===== config.mk =====
export PLATFORM = sky130hd
export DESIGN_NAME = shared_reg_arb
export DESIGN_NICKNAME = d
export VERILOG_FILES = /design/src/rtl/shared_reg_arb_pkg.sv /design/src/rtl/shared_reg_arb_pick.sv /design/src/rtl/shared_reg_arb.sv
export SDC_FILE = /design/constraint.sdc
export NUM_CORES = 1
export LEC_CHECK = 0
export CAP_MARGIN = 20
export CORE_UTILIZATION = 42
export DETAILED_ROUTE_END_ITERATION = 10
export PLACE_DENSITY = 0.84
export REMOVE_ABC_BUFFERS = 1
export SKIP_CTS_REPAIR_TIMING = 1
export SYNTH_ARGS = -nofsm -noshare
export SYNTH_HDL_FRONTEND = slang
export SYNTH_SLANG_ARGS = --single-unit
export TNS_END_PERCENT = 1

===== constraint.sdc =====
create_clock -name clk -period 2.6 [get_ports clk]
set_input_delay 0.52 -clock clk [delete_from_list [all_inputs] [get_ports clk]]
set_output_delay 0.52 -clock clk [all_outputs]
set_load 0.03 [all_outputs]

===== src/rtl/shared_reg_arb_pkg.sv =====
// Shared types and constants for the shared-register arbiter.
// SHARED_REG_ARB_FIXED_PRIO_EN selects fixed priority over round-robin.
package shared_reg_arb_pkg;

  typedef enum logic {
    IDLE  = 1'b0,
    GRANT = 1'b1
  } state_t;

  localparam int N_REQ_DEF = 4;
  localparam int DW_DEF    = 8;

  function automatic int idx_w(input int n);
    return (n < 2) ? 1 : $clog2(n);
  endfunction

  localparam int IDX_W = idx_w(N_REQ_DEF);

endpackage


===== src/rtl/shared_reg_arb_pick.sv =====
// Combinational winner picker: round-robin from ptr, or fixed
// priority (lowest index) when SHARED_REG_ARB_FIXED_PRIO_EN is defined.
module shared_reg_arb_pick
  import shared_reg_arb_pkg::*;
#(
  parameter int N_REQ = N_REQ_DEF,
  parameter int IW    = idx_w(N_REQ)
) (
  input  logic [N_REQ-1:0] req,
  input  logic [IW-1:0]    ptr,
  output logic [IW-1:0]    winner,
  output logic             found
);

`ifdef SHARED_REG_ARB_FIXED_PRIO_EN
  logic unused_ptr;
  assign unused_ptr = ^ptr;

  always_comb begin
    winner = '0;
    found  = 1'b0;
    for (int i = N_REQ - 1; i >= 0; i--) begin
      if (req[i]) begin
        winner = IW'(i);
        found  = 1'b1;
      end
    end
  end
`else
  int j;

  // Walk the ring starting at ptr; first hit wins.
  always_comb begin
    winner = '0;
    found  = 1'b0;
    j      = 0;
    for (int k = 0; k < N_REQ; k++) begin
      j = int'(ptr) + k;
      if (j >= N_REQ) j = j - N_REQ;
      if (!found && req[j]) begin
        winner = IW'(j);
        found  = 1'b1;
      end
    end
  end
`endif

endmodule


===== src/rtl/shared_reg_arb.sv =====
// Arbitrated single-register write port shared by N_REQ requesters.
// SHARED_REG_ARB_FIXED_PRIO_EN: fixed priority, no rotating pointer.
module shared_reg_arb
  import shared_reg_arb_pkg::*;
#(
  parameter int N_REQ = N_REQ_DEF,
  parameter int DW    = DW_DEF
) (
  input  logic             clk,
  input  logic             reset,
  input  logic [N_REQ-1:0] req,
  input  logic [N_REQ*DW-1:0] wdata,
  output logic [N_REQ-1:0] gnt,
  output logic [DW-1:0]    q,
  output logic             q_valid,
  output logic             busy
);

  localparam int IW = idx_w(N_REQ);

  state_t           state, state_d;
  logic [N_REQ-1:0] gnt_d;
  logic [IW-1:0]    win, win_q, ptr_sel;
  logic             found, take, write;

`ifdef SHARED_REG_ARB_FIXED_PRIO_EN
  assign ptr_sel = '0;
`else
  logic [IW-1:0] ptr_q;
  assign ptr_sel = ptr_q;

  always_ff @(posedge clk or posedge reset) begin
    if (reset) begin
      ptr_q <= '0;
    end else if (take) begin
      ptr_q <= (win == IW'(N_REQ - 1)) ? '0 : win + 1'b1;
    end
  end
`endif

  shared_reg_arb_pick #(
    .N_REQ (N_REQ),
    .IW    (IW)
  ) u_pick (
    .req    (req),
    .ptr    (ptr_sel),
    .winner (win),
    .found  (found)
  );

  always_comb begin
    state_d = state;
    gnt_d   = '0;
    take    = 1'b0;
    write   = 1'b0;
    case (state)
      IDLE: begin
        if (found) begin
          state_d    = GRANT;
          gnt_d[win] = 1'b1;
          take       = 1'b1;
        end
      end
      GRANT: begin
        state_d = IDLE;
        write   = 1'b1;
      end
      default: state_d = IDLE;
    endcase
  end

  always_ff @(posedge clk or posedge reset) begin
    if (reset) begin
      state   <= IDLE;
      gnt     <= '0;
      win_q   <= '0;
      q       <= '0;
      q_valid <= 1'b0;
    end else begin
      state <= state_d;
      gnt   <= gnt_d;
      if (take) win_q <= win;
      // Data is taken at the end of GRANT, not at request time.
      if (write) begin
        q       <= wdata[int'(win_q)*DW +: DW];
        q_valid <= 1'b1;
      end
    end
  end

  assign busy = (state == GRANT);

endmodule

**After elaboration in Yosys (flattened, before gate mapping)**

Cells that the tools add are included.
Widths: inputs -> output; s select.

- Register bits: 18
- Input port bits: 38
- Output and inout bits: 14
- Logic and storage cells: 67

- $add $sub $neg: 8
- Magnitude comparators: 10
- Eq/ne operators: 1
- Shift-type cells: 1
- Mux-type cells: 33
- Bitwise operators: 1
- Reductions and logical operators: 7

Operators by type and width:

| operator | number |
|---|---|
| $lt 32x4->1 const B | 4 |
| $mux 32 | 4 |
| $ge 32x4->1 const B | 3 |
| $sub 32x4->32 const B | 3 |
| $shiftx 32x6->8 | 1 |
| $mux 1 | 16 |
| $mux 2 | 5 |
| $bmux 1 s2 | 4 |
| $mux 4 | 2 |
| $add 2x2->3 const B | 2 |
| $logic_and 1x1->1 | 4 |
| $sub 2x3->4 const B | 1 |
| $add 2x1->3 const B | 1 |
| $ge 2x3->1 const B | 1 |
| $logic_not 1->1 | 3 |
| $lt 2x3->1 const B | 1 |
| $add 2x1->2 const B | 1 |
| $demux 1 s2 | 1 |
| $eq 2x2->1 const B | 1 |
| $ge 2x1->1 const B | 1 |
| $pmux 1 s2 | 1 |
| $not 1->1 | 1 |

**Longest topological paths before layout**

- Depth in word-level cells: 21
- Mapped depth: 5
- Mapped depth without buffers: 5

**Cells and area by module**

Synthesis repeated with hierarchy kept, for this count alone.

- Cells, all modules: 90
- Area, all modules: 1,011.0 µm²

Modules (own cells, without submodules):

| module | instances | cells an instance | area each (µm²) | seq. area each (µm²) |
|---|---|---|---|---|
| shared_reg_arb | 1 | 75 | 933.4 | 450.4 |
| shared_reg_arb_pick | 1 | 15 | 77.6 | 0.0 |

**Least setup slack after synthesis**

OpenSTA, ideal clock, no wires.

- Path type: input to register
- Start: in req[2]
- End: reg ptr_q[1]
- Library setup time: 0.128 ns
- Data arrival time: 1.617 ns
- Setup slack: 0.855 ns
- Stages on the path: 5
- Path through: mux2i_1 > nor2_1 > nor4_1 > ha_1 > mux2_1

- Word-level cells in the longest chain between the ends: 15
- Elaborated cells on any way between the ends: 31
- Classes of those cells: add/sub (1); eq/ne (1); mux (23); reduce/logical (6)

RTL lines:

| element | line | RTL |
|---|---|---|
| from (decl) | shared_reg_arb.sv:11 | `input logic [N_REQ-1:0] req,` |
| $bmux 1 s2 | shared_reg_arb_pick.sv:40 | `if (!found && req[j]) begin` |
| $mux 1 (implied by the code) (2 in a row) | shared_reg_arb_pick.sv:40 |  |
| $mux 1 | shared_reg_arb_pick.sv:40 |  |
| $logic_not 1->1 | shared_reg_arb_pick.sv:40 |  |
| $logic_and 1x1->1 | shared_reg_arb_pick.sv:40 |  |
| $mux 1 | shared_reg_arb_pick.sv:40 |  |
| $logic_not 1->1 | shared_reg_arb_pick.sv:40 |  |
| $logic_and 1x1->1 | shared_reg_arb_pick.sv:40 |  |
| $mux 1 | shared_reg_arb_pick.sv:40 |  |
| $logic_not 1->1 | shared_reg_arb_pick.sv:40 |  |
| $logic_and 1x1->1 | shared_reg_arb_pick.sv:40 |  |
| $mux 2 (*) | shared_reg_arb_pick.sv:40 |  |
| net u_pick.winner[0] | shared_reg_arb_pick.sv:11 | `output logic [IW-1:0] winner,` |
| $add 2x1->2 or $eq 2x2->1 (tied branches) | shared_reg_arb.sv:36 | `ptr_q <= (win == IW'(N_REQ - 1)) ? '0 : win + 1'b1;` |
| $mux 2 (*) | shared_reg_arb.sv:36 |  |
| to (signal assigned) | shared_reg_arb.sv:36 |  |
| to (decl) | shared_reg_arb.sv:29 | `logic [IW-1:0] ptr_q;` |

Mark *: on every way through the listed nets, which the timed path passes. The rest lies on a longest branch. The select of a mux whose other input is x is not followed.
A chain may end at the register's enable or synchronous reset.

**Final worst setup path**

Same ends and word-level chain as after synthesis.

==> flow_metrics.env <==
export IMPL_run_status="finished clean"
export IMPL_yosys_top_cells_area="dfrtp_1, mux4_2, mux2_2"
export IMPL_multi_input_area_sq_um=526.8
export IMPL_nNetsFinal=169
export IMPL_crit_buf_inv=1
export IMPL_drive_gt1_frac=0.1984
export IMPL_ys_flop_type="dfrtp_1"
export IMPL_synthSimpleGateAreaFrac=0.1297
export IMPL_cap_violations=0
export IMPL_startpoint_type="input pin"
export IMPL_slowest_stage="clkdlybuf4s50_1"
export IMPL_post_dp_hpwl_um=1940
export IMPL_cts_buffer_depth=2
export IMPL_clock_root_buffer="clkbuf_4"
export IMPL_boundaryPins=52
export IMPL_clock_latency_ns=0.29
export IMPL_synth_area_sq_um=1003
export IMPL_syn_area_per_cell_sq_um=13.94
export IMPL_vdd_drop_max_mv=0.5498
export IMPL_wl_per_cell_um=15.30
export IMPL_synth_distinct_cells=28
export IMPL_yosysMostFrequentCell="dfrtp_1"
export IMPL_yosys_warnings=0
export IMPL_relSlewSlack=0.5461
export IMPL_overflow=0
export IMPL_io_buffers=51
export IMPL_synth_commonest_cells="dfrtp_1, mux2_2, mux4_2, and2_1, ha_1"
export IMPL_reg2reg_slack_ns=0.73
export IMPL_nFillCells=168
export IMPL_antenna_found_initial=0
export IMPL_critical_path_class="input pin to flop"
export IMPL_finalSetupViolCount=0
export IMPL_tritoncts="done"
export IMPL_hold_violations=0
export IMPL_fin_worst_skew_ns=0.007388
export IMPL_worstPathRequired_ns=2.78
export IMPL_gp_congestion=0.7683
export IMPL_dieHeight_um=50.88
export IMPL_powerDensity_nw_per_um2=927.1
export IMPL_whs_ns=0.4831
export IMPL_ys_seq_area_frac=0.4489
export IMPL_synth_area_leader_cell="dfrtp_1"
export IMPL_die_width_um=50.88
export IMPL_clk_pin_slew_worst_paths_ns=0.10
export IMPL_num_rows=17
export IMPL_hold_path_class="flop to flop"
export IMPL_synth_xor_area_share=0
export IMPL_grt_usage=0.2129
export IMPL_synth_edf_count=0
export IMPL_seqCellArea_sq_um=450.4
export IMPL_viasPerCell=5.208
export IMPL_synthAdderAreaFrac=0.04988
export IMPL_syn_to_final_growth_pct=57.61
export IMPL_drtAntennaViolNets=0
export IMPL_path_cells="clkdlybuf4s50_1, mux2i_1, nor2_1, nor4_1, ha_1, mux2_1"
export IMPL_h_tree_depth=1
export IMPL_min_period_ns=2.129
export IMPL_start_util=0.4493
export IMPL_cts_sinks=18
export IMPL_first_global_vias=831
export IMPL_grt_setup_unrepaired="false"
export IMPL_crit_path_end_kind="flop"
export IMPL_fin_util=0.7081
export IMPL_worstPathArrival_ns=2.31
export IMPL_synth_top_area_frac=0.4489
export IMPL_path_delay_family="simple AND/OR/NAND/NOR gates"
export IMPL_insertedDiodeCount=0
export IMPL_synthCells=72
export IMPL_core_sq_um=2233
export IMPL_worst_slew_pin_slew_ns=0.6802
export IMPL_ys_seq_elements=18
export IMPL_grt_max_degree=19
export IMPL_synth_top_family_by_area="multiplexers"
export IMPL_drc=0
export IMPL_synth_compound_area_frac=0.05486
export IMPL_first_pass_iters=3
export IMPL_drt_iter0_drc=5
export IMPL_drt_total_wl_um=2356
export IMPL_critPathMaxStageDelay_ns=0.50
export IMPL_synthMuxAreaShare=0.2905
export IMPL_numCtsBuffers=3
export IMPL_vias=802
export IMPL_grt_pass1_wl_um=3939
export IMPL_ys_async_sr_fraction=1.000
export IMPL_final_setup_tns_ns=0
export IMPL_power_leakage_nw=0.6379
export IMPL_critPathMaxFanout=5
export IMPL_fp_dieArea_sq_um=2589
export IMPL_drv_slew=0
export IMPL_period_share=0.8187
export IMPL_max_clock_freq_mhz=469.8
## layout make-up
class / count / area share
clock buffers: 4 / 0.02294
inverters: 2 / 0.004747
multi-input cells: 49 / 0.3331
flip-flops and latches: 18 / 0.2848
well taps: 28 / 0.02215
repair buffers: 53 / 0.3323
## metal layers
layer | wire (um) | up-vias | track usage
met3 | 91 | 4 | 0.04167
li1 | - | 383 | -
met2 | 1266 | 26 | 0.4044
met5 | 0 | - | 0
met4 | 49 | 0 | 0.08333
met1 | 948 | 389 | 0.2292
## metrics by stage
| stage | instances | setup slack, ns | power [mW] | instance area, sq um |
|---|---|---|---|---|
| after floorplan | 69 | 0.8554 | 0.9919 | 984.7 |
| after global placement | 150 | 0.2410 | 1.291 | 1545 |
| after detailed placement | 150 | 0.1548 | 1.315 | 1545 |
| after CTS | 154 | 0.4828 | 1.487 | 1582 |
| after global routing | 154 | 0.3610 | 1.570 | 1582 |
| final | 154 | 0.4715 | 1.466 | 1582 |
## cells by family after synthesis
| kind of cell | Yosys count |
|---|---|
| AOI/OAI and AO/OA | 8 |
| DFF | 18 |
| buffers and inverters | 5 |
| and+or+nand+nor | 19 |
| adders and majority gates | 4 |
| muxes | 18 |
## where the power goes
| part | switching [mW] | total, mW | internal [mW] | leakage [nW] |
|---|---|---|---|---|
| registers | 0.117 | 0.510 | 0.393 | 0.215 |
| clock network | 0.0848 | 0.170 | 0.0853 | 0.0210 |
| logic | 0.351 | 0.786 | 0.434 | 0.402 |
## worst paths after layout
check | from | cells after the start | end
min | q_valid | 1 | q_valid
max reg2reg | ptr_q[1] | 5 | ptr_q[1]
max in group asynchronous | reset | 2 | q[2]
max | req[2] | 6 | ptr_q[1]
min reg2reg | q_valid | 1 | q_valid
min in group asynchronous | reset | 2 | gnt[3]
## layout by cell type (no fill, tap or decap)
cell type	count
clkdlybuf4s50_1	51
dfrtp_1	18
mux4_2	8
mux2_2	8
and2_1	4
ha_1	4
nand2b_1	3
clkbuf_4	3
inv_1	2
a21oi_1	2
nor2_1	2
o21ai_0	2
buf_4	2
nand2_1	1
nor2b_1	1
a311oi_1	1
nor4_4	1
nor2_2	1
o41ai_1	1
mux2i_1	1
and3b_1	1
or4_1	1
or3_1	1
o32a_1	1
nor4_1	1
o31ai_1	1
or2_1	1
or2_2	1
mux2_1	1
clkbuf_8	1
## sequential cells by signal, summed over array words and instances (netlist names)
register / flops
win_q: 2
q_valid: 1
q: 8
gnt: 4
ptr_q: 2
busy: 1
Note: power is estimated with default switching activity, not from simulation.
